<file path="src/rtl/cla_pkg.sv">
// Shared constants, stage payload fields and configuration check for the pipelined CLA adder.
package cla_pkg;

   localparam int unsigned GROUP = 4;

   // Width-independent part of a stage payload. Data vectors are added in the top, which knows WIDTH.
   typedef struct packed {
      logic valid;
      logic carry;
      logic msb_cin;
   } stage_ctrl_t;

   function automatic bit cfg_ok(input int unsigned width, input int unsigned block);
      return (block != 0) && (block % GROUP == 0) && (width % block == 0);
   endfunction

endpackage

</file>
<file path="src/rtl/pipelined_cla_adder_if.sv">
// Operand/result handshake bundle between the producer, the adder and the result consumer.
interface pipelined_cla_adder_if #(
   parameter int unsigned WIDTH = 32
);
   logic             in_valid;
   logic             in_ready;
   logic [WIDTH-1:0] a;
   logic [WIDTH-1:0] b;
   logic             sub;
   logic             out_valid;
   logic             out_ready;
   logic [WIDTH-1:0] sum;
   logic             cout;
   logic             overflow;

   modport master (
      output in_valid, a, b, sub, out_ready,
      input  in_ready, out_valid, sum, cout, overflow
   );

   modport slave (
      input  in_valid, a, b, sub, out_ready,
      output in_ready, out_valid, sum, cout, overflow
   );
endinterface

</file>
<file path="src/rtl/cla_block.sv">
// Combinational BLOCK-bit carry-lookahead slice built from 4-bit generate/propagate groups.
module cla_block import cla_pkg::*; #(
   parameter int unsigned BLOCK = 8
) (
   input  logic [BLOCK-1:0] a,
   input  logic [BLOCK-1:0] b,
   input  logic             cin,
   output logic [BLOCK-1:0] sum,
   output logic             cout,
   output logic             msb_cin
);
   localparam int unsigned NGRP = BLOCK / GROUP;

   logic [BLOCK-1:0] g;
   logic [BLOCK-1:0] p;
   logic [BLOCK-1:0] c;
   logic [NGRP-1:0]  gg;
   logic [NGRP-1:0]  gp;
   logic [NGRP:0]    gc;

   assign g = a & b;
   assign p = a ^ b;

   always_comb begin
      gg = '0;
      gp = '0;
      for (int j = 0; j < int'(NGRP); j++) begin
         gg[j] = g[j*4+3] | (p[j*4+3] & g[j*4+2]) | (p[j*4+3] & p[j*4+2] & g[j*4+1])
               | (p[j*4+3] & p[j*4+2] & p[j*4+1] & g[j*4]);
         gp[j] = &p[j*4 +: 4];
      end
   end

   // Group carries as flat sum-of-products over all lower groups and cin.
   always_comb begin
      logic acc;
      logic pp;
      gc    = '0;
      gc[0] = cin;
      for (int j = 0; j < int'(NGRP); j++) begin
         acc = gg[j];
         pp  = gp[j];
         for (int m = j - 1; m >= 0; m--) begin
            acc = acc | (pp & gg[m]);
            pp  = pp & gp[m];
         end
         gc[j+1] = acc | (pp & cin);
      end
   end

   always_comb begin
      c = '0;
      for (int j = 0; j < int'(NGRP); j++) begin
         c[j*4]   = gc[j];
         c[j*4+1] = g[j*4] | (p[j*4] & gc[j]);
         c[j*4+2] = g[j*4+1] | (p[j*4+1] & g[j*4]) | (p[j*4+1] & p[j*4] & gc[j]);
         c[j*4+3] = g[j*4+2] | (p[j*4+2] & g[j*4+1]) | (p[j*4+2] & p[j*4+1] & g[j*4])
                  | (p[j*4+2] & p[j*4+1] & p[j*4] & gc[j]);
      end
   end

   assign sum     = p ^ c;
   assign cout    = gc[NGRP];
   assign msb_cin = c[BLOCK-1];

endmodule

</file>
<file path="src/rtl/pipelined_cla_adder.sv">
// Pipelined adder/subtractor: one BLOCK-bit CLA slice per stage, carry registered between stages,
// valid/ready handshake with full backpressure and bubble collapsing.
module pipelined_cla_adder import cla_pkg::*; #(
   parameter int unsigned WIDTH = 32,
   parameter int unsigned BLOCK = 8
) (
   input logic                 clk,
   input logic                 rst_n,
   pipelined_cla_adder_if.slave bus
);
   localparam int unsigned STAGES = WIDTH / BLOCK;

   if (!cfg_ok(WIDTH, BLOCK)) begin : g_cfg_err
      $error("pipelined_cla_adder: WIDTH must be a multiple of BLOCK, BLOCK a multiple of 4");
   end

   typedef struct packed {
      stage_ctrl_t      ctrl;
      logic [WIDTH-1:0] psum;
      logic [WIDTH-1:0] a;
      logic [WIDTH-1:0] b;
   } stage_t;

   stage_t [STAGES-1:0] stage_q;
   logic   [STAGES-1:0] vld;
   logic   [STAGES-1:0] load;

   // A stage may load if it or any stage downstream of it is empty, or the consumer takes a beat.
   always_comb begin
      load = '0;
      for (int k = 0; k < int'(STAGES); k++) begin
         load[k] = bus.out_ready;
         for (int m = k; m < int'(STAGES); m++) begin
            if (!vld[m]) load[k] = 1'b1;
         end
      end
   end

   for (genvar k = 0; k < int'(STAGES); k++) begin : g_stage
      logic             src_valid;
      logic             src_cin;
      logic [WIDTH-1:0] src_a;
      logic [WIDTH-1:0] src_b;
      logic [WIDTH-1:0] src_psum;
      logic [BLOCK-1:0] blk_sum;
      logic             blk_cout;
      logic             blk_msb_cin;
      stage_t           st_d;
      stage_t           st_q;

      if (k == 0) begin : g_head
         assign src_valid = bus.in_valid;
         assign src_cin   = bus.sub;
         assign src_a     = bus.a;
         assign src_b     = bus.sub ? ~bus.b : bus.b;
         assign src_psum  = '0;
      end else begin : g_body
         assign src_valid = stage_q[k-1].ctrl.valid;
         assign src_cin   = stage_q[k-1].ctrl.carry;
         assign src_a     = stage_q[k-1].a;
         assign src_b     = stage_q[k-1].b;
         assign src_psum  = stage_q[k-1].psum;
      end

      cla_block #(
         .BLOCK (BLOCK)
      ) u_blk (
         .a       (src_a[k*BLOCK +: BLOCK]),
         .b       (src_b[k*BLOCK +: BLOCK]),
         .cin     (src_cin),
         .sum     (blk_sum),
         .cout    (blk_cout),
         .msb_cin (blk_msb_cin)
      );

      // Payload only changes when a real beat arrives, so a held result stays stable.
      always_comb begin
         st_d = st_q;
         if (load[k]) begin
            st_d.ctrl.valid = src_valid;
            if (src_valid) begin
               st_d.psum                   = src_psum;
               st_d.psum[k*BLOCK +: BLOCK] = blk_sum;
               st_d.ctrl.carry             = blk_cout;
               st_d.ctrl.msb_cin           = (k == int'(STAGES) - 1) ? blk_msb_cin : 1'b0;
               st_d.a                      = src_a;
               st_d.b                      = src_b;
            end
         end
      end

      always_ff @(posedge clk or negedge rst_n) begin
         if (!rst_n) begin
            st_q <= '0;
         end else begin
            st_q <= st_d;
         end
      end

      assign stage_q[k] = st_q;
      assign vld[k]     = st_q.ctrl.valid;
   end

   assign bus.in_ready  = load[0];
   assign bus.out_valid = stage_q[STAGES-1].ctrl.valid;
   assign bus.sum       = stage_q[STAGES-1].psum;
   assign bus.cout      = stage_q[STAGES-1].ctrl.carry;
   assign bus.overflow  = stage_q[STAGES-1].ctrl.msb_cin ^ stage_q[STAGES-1].ctrl.carry;

endmodule

</file>
<file path="src/flat_wrapper.sv">
// flat-port wrapper written by rule: the top's interface ports become plain ports
module pipelined_cla_adder_flat import cla_pkg::*;
#(
   parameter int unsigned WIDTH = 32,
   parameter int unsigned BLOCK = 8
)
  (clk, rst_n, bus_in_valid, bus_a, bus_b, bus_sub, bus_out_ready, bus_in_ready, bus_out_valid, bus_sum, bus_cout, bus_overflow);
  pipelined_cla_adder_if #(.WIDTH(WIDTH)) bus_i ();
  input logic clk;
  input logic rst_n;
  input wire logic [$bits(bus_i.in_valid)-1:0] bus_in_valid;
  input wire logic [$bits(bus_i.a)-1:0] bus_a;
  input wire logic [$bits(bus_i.b)-1:0] bus_b;
  input wire logic [$bits(bus_i.sub)-1:0] bus_sub;
  input wire logic [$bits(bus_i.out_ready)-1:0] bus_out_ready;
  output wire logic [$bits(bus_i.in_ready)-1:0] bus_in_ready;
  output wire logic [$bits(bus_i.out_valid)-1:0] bus_out_valid;
  output wire logic [$bits(bus_i.sum)-1:0] bus_sum;
  output wire logic [$bits(bus_i.cout)-1:0] bus_cout;
  output wire logic [$bits(bus_i.overflow)-1:0] bus_overflow;
  assign bus_i.in_valid = bus_in_valid;
  assign bus_i.a = bus_a;
  assign bus_i.b = bus_b;
  assign bus_i.sub = bus_sub;
  assign bus_i.out_ready = bus_out_ready;
  assign bus_in_ready = bus_i.in_ready;
  assign bus_out_valid = bus_i.out_valid;
  assign bus_sum = bus_i.sum;
  assign bus_cout = bus_i.cout;
  assign bus_overflow = bus_i.overflow;
  pipelined_cla_adder #(.WIDTH(WIDTH), .BLOCK(BLOCK)) u_core (.clk(clk), .rst_n(rst_n), .bus(bus_i));
endmodule
</file>
<file path="config.mk">
export PLATFORM = sky130hd
export DESIGN_NAME = pipelined_cla_adder_flat
export DESIGN_NICKNAME = d
export VERILOG_FILES = /design/src/rtl/cla_pkg.sv /design/src/rtl/pipelined_cla_adder_if.sv /design/src/rtl/cla_block.sv /design/src/rtl/pipelined_cla_adder.sv /design/src/flat_wrapper.sv
export SDC_FILE = /design/constraint.sdc
export NUM_CORES = 1
export LEC_CHECK = 0
export ABC_AREA = 1
export CORE_ASPECT_RATIO = 1.1
export CORE_MARGIN = 5
export CORE_UTILIZATION = 25
export DETAILED_ROUTE_END_ITERATION = 10
export GPL_ROUTABILITY_DRIVEN = 0
export PLACE_DENSITY_LB_ADDON = 0.1
export SLEW_MARGIN = 40
export SYNTH_ARGS = -nofsm -noshare
export SYNTH_HDL_FRONTEND = slang
export SYNTH_SLANG_ARGS = --single-unit
</file>
<file path="constraint.sdc">
create_clock -name clk -period 2.23 [get_ports clk]
set_input_delay 0.5575 -clock clk [delete_from_list [all_inputs] [get_ports clk]]
set_output_delay 0.5575 -clock clk [all_outputs]
set_load 0.05 [all_outputs]
</file>
==> results.txt, run 1 <==
- From synthesis to final layout, the design area changed by 23.5%.
- TritonCTS built the clock tree.
* Routed via count: 5,997
* Detailed Routing Iterations Pass 1: 4
- Number of hold violations in the final report: 0
* Die area: 0.0385 mm2
- Initial cell density of the core: 0.253
- Async set or reset register ratio after synthesis: 1.00
* Final routed DRC violation total: 0
- 105 I/O pins were placed.
* Fin worst setup slack: 0.0661 ns
- In this run, synthesis produced a sequential element count of 185.
- Number of synthesized flops with an enable pin: 0
- The cell sitting at the root of the clock tree is a clkbuf_16.
- Cell with the largest stage delay on the worst path: clkdlybuf4s50_1
* FP Rows: 71
- The routed design could run at a clock period as short as 2.16 ns.
- Ratio of final minimum period to clock period: 0.970
- The synthesized netlist occupies a cell area of 0.00866 mm2.
* Die width: 188 um
- Overall power consumption: 12.8 mW
- Hold WS: 0.0255 ns
- Timing would allow up to 0.462 GHz.
- Core area: 0.0342 mm2
* Clock Latency Late Sink: 0.43 ns
- Once detail routing completed, the nets flagged for antenna violations numbered 0.
- Headroom to the max-slew limit came out at 0.668.
- Summing all placed instances gives a cell area of 0.0101 mm2.
- The longest clock path from root to sink contains 2 buffers.
- For this design the total switching power over the nets is 4.93 mW.
* DIE HEIGHT: 205 um
- For this block, the initial DRC count from the detailed router was 271.
- Proportion of synthesized chip area in sequential cells: 0.534
- The total overflow left after global routing is 0.
- Worst-Margin Slew: 0.497 ns
- After synthesis, the cell types taking the most area are dfrtp_1 53%, nand2_1 15%, o21ai_0 5.4%.
- Via count of the first global-routing pass: 6,241
- Outcome: completed
* Clock power share: 0.245
- Critical path class: in2reg
* Number of standard cells in the layout, taps in and fillers out: 1,509
- Leakage power figure: 5.25 nW
* Mean post-synth cell area: 8.93 um2
- Sequence of cells on the critical path: clkdlybuf4s50_1 -> xor2_1 -> ha_1 -> or2_4 -> nand3b_1 -> nand2_2 -> inv_2 -> fa_2 -> o21ai_1
* Dpl ws: -0.399 ns
- Input and output buffers added on the ports amount to 104.
- With fillers left out, the area of the finished cells amounts to 0.0107 mm2.
- The worst setup path is launched from an input pin.
* Cell total after placement: 1,477
- Entering global routing, the biggest net connects 72 pins.
* Inserted Diodes: 0
* Portion of total power attributed to sequential cells: 0.390
- For this run, the share of the core covered by cells in the final layout is 0.313.
* Worst min path class: in2async
- Antenna violations before repair: 0
- The number of buffers and inverters on the critical path is 2.
* Power Internal: 7.87 mW
* Critical path endpoint category: flop
- In the final routed layout, each cell accounts on average for 13.5 um.
- The synthesized design spends more area on one cell type than any other, namely dfrtp_1.
- Family with the most delay on the worst path: adder cells
- Switching share of power: 0.385
* Largest fanout on the critical path: 3
- Clock sink count: 185
* Ratio of cells with drive above 1 in the final layout: 0.113
- The number of max-slew violations in the final report came to 0.
* Max-cap violations: 0
- Across every metal layer, demand over resource in global routing totals 0.110.
- Counting every net in the synthesized netlist gives 1,078.
- For this run, the post-layout net count is 1,166.
* Peak ir drop on the vdd network: 507 uV
* Setup skew after layout: 0.00911 ns
* Critical path data required time: 2.59 ns
- Setup repair after global routing left no endpoint under its margin.
- Wire length reported by the detailed router: 20.4 mm
* PD cells: 1200 mW/mm2
* Clock input transition at the sequential cells of the worst setup and hold paths: 0.07 ns
- Synthesis produced 970 cells.
* Via-per-instance ratio: 3.97
- Wire length of the first global-routing pass: 34.2 mm
- STA puts the critical path data arrival time at 2.52 ns.
* Combinational share of power: 0.365
* Netlist cell types: 29
- Sum of negative setup slack: 0 ns
* Number of buffers added by the clock tree synthesis step: 17
- Maximum level of the CTS H-tree: 4
* Final setup violation count: 0
- The library cell used most frequently in the layout, excluding fill and tap cells, is nand2_1.
* Total half-perimeter wirelength after legalization and detailed placement: 15.1 mm
- Dominant register cell in the synthesized netlist: dfrtp_1
- The Yosys step of the flow raised 0 warnings.
- Of the post-synthesis cell area, the dominant cell type holds 0.534.
- Leaving out fill and tap cells, the most frequent cells in the layout are 350 x nand2_1, 185 x dfrtp_1, 92 x o21ai_0.
- Largest stage delay, worst path: 0.42 ns
cells by family after synthesis:
logic type | synth area share
flops | 0.534
simple gates | 0.194
xor+xnor | 0.0435
fa+ha+maj | 0.0624
buf+inv | 0.0861
mux | 0.00116
compound gates | 0.0790
registers in the layout, summed over array words and instances (netlist names):
| register | count |
|---|---|
| u_core.g_stage.src_a | 48 |
| u_core.g_stage.src_valid | 3 |
| u_core.g_stage.src_cin | 3 |
| u_core.g_stage.src_psum | 48 |
| u_core.g_stage.st_q | 1 |
| u_core.bus.out_valid | 1 |
| u_core.g_stage.src_b | 48 |
| u_core.bus.cout | 1 |
| u_core.bus.sum | 32 |
synth_stat cells, drive strengths merged (7+ instances only):
| cell | n |
|---|---|
| fa | 7 |
| nand3 | 25 |
| dfrtp | 185 |
| xnor2 | 29 |
| inv | 72 |
| buf | 61 |
| xor2 | 14 |
| nand2 | 354 |
| a21oi | 14 |
| o21ai | 113 |
| nor2 | 34 |
| ha | 32 |
| clkbuf | 12 |
per-layer routing:
| layer | up-vias | share of wire | global-route usage |
|---|---|---|---|
| met5 | - | 0 | 0 |
| met4 | 0 | 0.0098 | 0.0307 |
| met3 | 10 | 0.032 | 0.0253 |
| met2 | 81 | 0.42 | 0.165 |
| met1 | 2718 | 0.53 | 0.161 |
| li1 | 3188 | - | - |
what timing repair did:
action | 4_1_cts | 5_1_grt
setup buffers | 0 | 0
endpoints found under the setup margin | 1 | 6
resized for setup | 1 | 7
hold buffers | 0 | 0
endpoints found under the hold margin | 0 | 0
pin swaps | 1 | 4
area by class of cell:
class / instances / area, um2
Timing Repair Buffer: 142 / 1330
Fill cell: 3558 / 23500
Clock buffer: 19 / 433
Sequential cell: 185 / 4630
Multi-Input combinational cell: 640 / 3320
Clock inverter: 13 / 170
Tap cell: 438 / 548
Inverter: 72 / 270
final timing paths:
path                                                         start                                         end  slack [ns]  depth (start not counted)
hold / removal                                               rst_n     u_core.g_stage[1].src_b[26]$_DFFE_PN0P_        0.03                          1
setup / recovery                                          bus_b[1]   u_core.g_stage[1].src_psum[4]$_DFFE_PN0P_        0.07                          9
max in group asynchronous                                    rst_n     u_core.g_stage[2].src_a[19]$_DFFE_PN0P_        1.52                          2
setup reg to reg           u_core.g_stage[2].src_b[17]$_DFFE_PN0P_  u_core.g_stage[3].src_psum[21]$_DFFE_PN0P_        0.10                          7
min in group clk                                     bus_out_ready            u_core.bus.out_valid$_DFFE_PN0N_        0.41                          2
hold reg to reg            u_core.g_stage[2].src_a[27]$_DFFE_PN0P_     u_core.g_stage[3].src_a[27]$_DFFE_PN0P_        0.47                          2
power by group through the flow:
stage | registers, mW | clock network (mW) | logic [mW]
CTS | 5.01 | 3.27 | 4.76
floorplan | 4.92 | 0 | 3.58
finish | 4.99 | 3.14 | 4.67
global route | 5.13 | 3.42 | 5.31
detailed placement | 5.07 | 0 | 4.74
global placement | 5.06 | 0 | 4.73
No activity file was read; power rests on OpenSTA's default activity.
==> run 2: changes to the inputs <==
Settings changed: TNS_END_PERCENT set to 10.
==> run 2 against run 1 <==
Effect of this change:
- design area increased by 0.98%
- power grew 1.1%
- flip-flop and latch count stayed put
- worst setup slack lost 0.0059 ns
- sequential power hardly changed
- highest routed layer is now met5
==> results.txt, run 2 (synthesized netlist as in run 1, its figures left out) <==
- Number of pins exceeding their max-slew limit in the final report: 0
- Critical path endpoint category: output port
- For this configuration, the core starts out at a cell density of 0.253.
* Outcome: completed
- The endpoint identified for the worst register-to-register timing path is u_core.g_stage[3].src_psum[21]$_DFFE_PN0P_.
- Crit path arrival time: 1.61 ns
* Die width: 188 um
- Hold WS: 0.0862 ns
* Peak ir drop on the vdd network: 529 uV
- Total half-perimeter wirelength after legalization and detailed placement: 15.1 mm
- Cell total after placement: 1,479
- Wire length of the first global-routing pass: 34.2 mm
* Critical path class: reg2out
* Ratio of final minimum period to clock period: 0.973
- Final setup violation count: 0
- Depth of the most critical reg-to-reg path: 7
* Maximum level of the CTS H-tree: 4
- Overflow after GRT: 0
- Area after detailed placement: 0.0101 mm2
* Inserted Diodes: 0
* Via-per-instance ratio: 4.00
* RSZ-0062 raised after global routing: yes
- The routed layout has 6,042 vias.
- The final layout contains routed wiring with a total length of 20.6 mm.
* Commonest cells after routing, fill and taps aside: 351 x nand2_1, 185 x dfrtp_1, 92 x o21ai_0
- Leakage power figure: 5.30 nW
- Sum of negative setup slack: 0 ns
- The slowest stage of the critical path belongs to the cell clkdlybuf4s50_1.
* Worst min path class: in2async
- Fin worst setup slack: 0.0602 ns
- Clock period minus final worst setup slack: 2.17 ns
* Core occupancy in the finished layout: 0.316
- In this run the remaining antenna-violating nets after routing total 0.
* Total I/O pin count: 105
- Clock Latency Late Sink: 0.44 ns
* Area Overhead vs Synth: 24.7%
* Worst-case headroom to the max-slew limit: 0.656
- In this design, the stage delay of the slowest critical-path cell is 0.82 ns.
- All-layer global routing usage: 0.112
- Dpl ws: -0.397 ns
- The number of hold-slack violations in the final timing report came to 0.
* End point of the critical path: bus_sum[19]
- Startpoint class of the critical path: flop
- Entering global routing, the biggest net connects 55 pins.
- Final routed DRC violation total: 0
- Clock-pin slew was measured on the worst setup and hold paths at 0.08 ns.
- Number of standard cells in the layout, taps in and fillers out: 1,510
- Ratio of cells with drive above 1 in the final layout: 0.109
- The finished cells cover 0.0108 mm2.
* Antenna violations before repair: 1
- Measured along the y axis, the die boundary spans 205 um.
- In this run the number of cells on the critical path is 1.
- The floorplan step defined a die boundary enclosing 0.0385 mm2.
- The first routing iteration left 226 violations.
- The tree is rooted in a clkbuf_16.
- In this run, CTS created clock tree buffers numbering 17.
* Via count of the first global-routing pass: 6,260
- After clock tree synthesis, the flow added hold-fix buffers numbering 0.
- PD cells: 1200 mW/mm2
- The design draws 12.9 mW.
- FP Rows: 71
* Reg-to-Reg Start: u_core.g_stage[2].src_b[17]$_DFFE_PN0P_
* Clock sink count: 185
* Maximum buffer depth of the clock tree: 2
- The worst register-to-register path has a setup slack of 0.09 ns.
* Critical path data required time: 1.67 ns
- The clock arrives with 0.0127 ns of skew.
* Worst-Margin Slew: 0.514 ns
- Upper clock frequency limit: 0.461 GHz
- The first detailed-routing pass took 4 iterations.
- TritonCTS built the clock tree.
- Worst setup path startpoint: u_core.bus.sum[19]$_DFFE_PN0P_
- Max-cap violations: 0
- Largest fanout on the critical path: 2
* Wire length per cell: 13.7 um
* Core area: 0.0342 mm2
- On the critical path the largest part of the delay comes from buffers and inverters.
- The final layout contains 1,168 nets.
- The count of buffers added on input and output ports is 104.
- Sum of buffers and inverters on the critical path: 1
- Traced cell by cell, the critical path runs through clkdlybuf4s50_1.
- Most common cell after layout, fill and taps aside: nand2_1
==> run 2: cell types whose count changed in the layout (fill, tap and decap cells not counted), moves of 3 or more <==
cell	previous run	this run
buf_4	62	54
clkdlybuf4s50_1	69	74
clkinvlp_4	3	0
buf_12	6	9
==> run 2: metal layers <==
| metal | share of wire | wire (um) | global-route usage |
|---|---|---|---|
| met1 | 0.53 | 11000 | 0.164 |
| met2 | 0.42 | 8750 | 0.166 |
| met3 | 0.029 | 607 | 0.0273 |
| met4 | 0.011 | 234 | 0.0315 |
| met5 | 0.00063 | 13 | 0 |
==> run 2: how the worst min path moves through the flow <==
stage,from,to,cells past startpoint
3_5_place_dp,u_core.g_stage[1].src_b[22]$_DFFE_PN0P_,u_core.g_stage[2].src_b[22]$_DFFE_PN0P_,2
4_1_cts,rst_n,u_core.g_stage[1].src_cin$_DFFE_PN0P_,1
2_1_floorplan,rst_n,u_core.bus.cout$_DFFE_PN0P_,0
6_report,rst_n,u_core.g_stage[1].src_cin$_DFFE_PN0P_,1
5_1_grt,rst_n,u_core.g_stage[1].src_cin$_DFFE_PN0P_,1
3_3_place_gp,u_core.g_stage[2].src_a[26]$_DFFE_PN0P_,u_core.g_stage[3].src_a[26]$_DFFE_PN0P_,2
==> run 2: layout make-up <==
class / count / area (um2)
clock buffer: 19 / 453
fill: 3628 / 23400
inverter: 72 / 270
clock inverter: 12 / 165
timing repair buffer: 144 / 1410
tap: 438 / 548
multi-input combinational: 640 / 3330
sequential: 185 / 4630
==> run 2: timing repair <==
item / CTS / global route
endpoints found under the hold margin: 0 / 0
buffers inserted: 0 / 0
setup endpoints to repair: 1 / 8
pin swaps: 1 / 0
gates resized for setup: 2 / 9
==> run 2: power by group <==
| group | internal, mW | switching (mW) | leakage [nW] |
|---|---|---|---|
| logic | 1.73 | 3.03 | 2.71 |
| clock network | 1.84 | 1.36 | 0.304 |
| registers | 4.41 | 0.581 | 2.29 |
| total | 7.98 | 4.96 | 5.30 |
==> run 3: changes to the inputs <==
Settings changed: CTS_CLUSTER_DIAMETER set to 50.
Clock period 2.23 ns to 2.8 ns, I/O delays scaled along.
==> run 3 against run 2 <==
Effect of this change:
- sequential share of layout area up 0.63 points
- largest cell class unchanged
- critical endpoint is now bus_in_ready
- clock skew up 0.0019 ns
- register-to-register slack better by 0.54 ns
- combinational power down 22%
- die area unchanged
- via count down 1.6%
- cell count down 1.1%
- clock-buffer cell count unchanged
- critical path depth up 5
- sequential power down 21%
- clock power down 18%
==> results.txt, run 3 (synthesized netlist as in run 1, its figures left out) <==
- Buffers placed on the I/O ports in this run total 104.
- The flow ran to the end, and the final reports show no timing, DRC or antenna violations.
* Clock tree from TritonCTS: yes
- Power Internal: 6.38 mW
- Setup violations remaining at the end of the flow were counted as 0.
- Die width: 188 um
- Area Overhead vs Synth: 22.9%
- Critical path class: in2out
* Root Driver: clkbuf_16
- Largest stage delay, worst path: 0.47 ns
* Wire length reported by the detailed router: 19.9 mm
- On the final layout, the worst clock skew is 0.0146 ns.
- During I/O placement, the number of pins put on the boundary was 105.
- The worst setup path is captured at an output port.
* Antenna violations before repair: 0
* Upper clock frequency limit: 0.397 GHz
- The smallest clock period supported by the final layout is computed as 2.52 ns.
* RSZ-0062 raised after global routing: no
- Detailed placement finished with a half-perimeter wire length of 14.4 mm.
- Sequence of cells on the critical path: clkdlybuf4s50_1 -> nor2_4 -> nand3_2 -> nor2_4 -> inv_1 -> buf_4
- For this design, the slowest cell found on the critical path is clkdlybuf4s50_1.
* Post-CTS resize count: 0
- No sink is reached through more buffers than the 2 on the longest clock path.
* Largest net degree at the start of global routing: 77
* Critical path data required time: 2.10 ns
- Final routed DRC violation total: 0
- Largest fanout on the critical path: 3
* Inserted Diodes: 0
- Once layout is complete, the utilization of the core stands at 0.311.
- Post-CTS Setup Repair Bufs: 0
* Filler cell count in the final layout: 3,590
- The cell that appears most often on the critical path is nor2_4.
- After clock tree synthesis, the clock-pin slew on the worst setup and hold paths is 0.07 ns.
* Peak ir drop on the vdd network: 434 uV
* Reported net switching power: 3.89 mW
- The die covers 0.0385 mm2.
* Startpoint class of the critical path: input pin
- The number of buffers and inverters on the critical path is 3.
- Wire length of the first global-routing pass: 33.8 mm
* Ratio of cells with drive above 1 in the final layout: 0.0654
- Counting every sink on the clock net gives 185.
* Core area: 0.0342 mm2
- Of the total power, combinational logic draws 0.360.
* PD cells: 965 mW/mm2
- Across all layers, the routed design uses 5,943 vias.
- Sum of negative setup slack: 0 ns
- The clock reaches the later pin of the worst-skew pair after 0.43 ns.
- Initial DRC count: 217
- The tool flagged a number of max-cap violations equal to 0.
* Design area: 0.0106 mm2
- Fin worst setup slack: 0.281 ns
- Worst-case headroom to the max-slew limit: 0.631
- Dividing the detail-routed wire length by the instance count gives 13.3 um.
- The number of global-route vias before repair was 6,329.
- FP Rows: 71
* Number of hold violations in the final report: 0
- Leaving out fill and tap cells, the most frequent cell in the layout is nand2_1.
- Detailed Routing Iterations Pass 1: 4
- Number of pins exceeding their max-slew limit in the final report: 0
- Portion of total power attributed to sequential cells: 0.385
- At the placement stage, the worst setup path has a slack of 0.00256 ns.
- Initial cell density of the core: 0.253
* Worst-Margin Slew: 0.552 ns
- Of the total power, the share spent switching nets is 0.378.
* All-layer global routing usage: 0.109
- Area after detailed placement: 0.0100 mm2
* Family with the most delay on the worst path: buffers and inverters
* Leakage power figure: 5.13 nW
- Total of hold buffers inserted after clock tree synthesis: 0
- On the final layout, the worst hold slack is 0.270 ns.
- The detail route stage leaves a number of antenna-violating nets equal to 0.
* Number of buffers added by the clock tree synthesis step: 17
- Crit path arrival time: 1.82 ns
* Via-per-instance ratio: 3.98
- Ratio of final minimum period to clock period: 0.900
* Fin nets: 1,150
- Of the total power, the clock network draws 0.254.
- Commonest cells after routing, fill and taps aside: 353 x nand2_1, 185 x dfrtp_1, 101 x clkdlybuf4s50_1
* Worst min path class: in2async
- DIE HEIGHT: 205 um
* Maximum level of the CTS H-tree: 4
- After global routing the overflow that remains totals 0.
run 3: changes by cell type in the layout (fill, tap and decap cells not counted), sizes merged:
cell,before,now
clkinv,6,4
clkdlybuf4s50,74,101
buf,65,24
clkinvlp,0,1
bufinv,3,4
inv,75,76
dlymetal6s2s,4,0
run 3: metrics by stage:
| step | total power, mW | instances |
|---|---|---|
| 6_report | 10.3 | 1493 |
| 5_1_grt | 11.1 | 1493 |
| 4_1_cts | 10.5 | 1493 |
| 3_5_place_dp | 7.80 | 1461 |
| 3_3_place_gp | 7.77 | 1461 |
| 2_1_floorplan | 6.76 | 970 |
run 3: final cells by class:
class	count	area, um2	area share
flip-flops and latches	185	4630	0.435
multi-input cells	640	3290	0.309
repair buffers	126	1280	0.120
well taps	438	548	0.0515
clock buffers	19	443	0.0416
inverters	72	270	0.0254
clock inverters	13	190	0.0179
run 3: metal layers:
layer / vias to the layer above / global-route usage / wire, um
met2: 80 / 0.157 / 8090
met5: - / 0 / 0
met4: 0 / 0.0315 / 185
li1: 3162 / - / -
met3: 10 / 0.0224 / 453
met1: 2691 / 0.166 / 11200
run 3: worst reg2reg max path, delay by kind of cell, from the launching register on:
family,cells,cell delay [ns]
adders and majority gates,2,0.83
and+or+nand+nor,4,0.43
DFF,1,0.39
xor gates and xnor gates,1,0.27
AOI/OAI and AO/OA,1,0.13
run 3: path summary, 6_finish.rpt:
kind / start / to / slack (ns) / cells past startpoint
setup reg to reg: u_core.g_stage[1].src_b[11]$_DFFE_PN0P_ / u_core.g_stage[2].src_psum[13]$_DFFE_PN0P_ / 0.63 / 8
hold / removal: rst_n / u_core.g_stage[1].src_psum[6]$_DFFE_PN0P_ / 0.27 / 1
hold reg to reg: u_core.bus.sum[19]$_DFFE_PN0P_ / u_core.bus.sum[19]$_DFFE_PN0P_ / 0.47 / 2
setup / recovery: bus_out_ready / bus_in_ready / 0.28 / 6
min in group clk: u_core.bus.sum[19]$_DFFE_PN0P_ / u_core.bus.sum[19]$_DFFE_PN0P_ / 0.47 / 2
max in group asynchronous: rst_n / u_core.g_stage[3].src_psum[14]$_DFFE_PN0P_ / 1.86 / 2
run 3: power groups by stage:
stage / logic, mW / registers (mW) / clock network (mW)
after floorplan: 2.84 / 3.92 / 0
after global placement: 3.75 / 4.02 / 0
after detailed placement: 3.78 / 4.02 / 0
after CTS: 3.79 / 3.97 / 2.71
after global routing: 4.19 / 4.07 / 2.81
final: 3.70 / 3.96 / 2.61
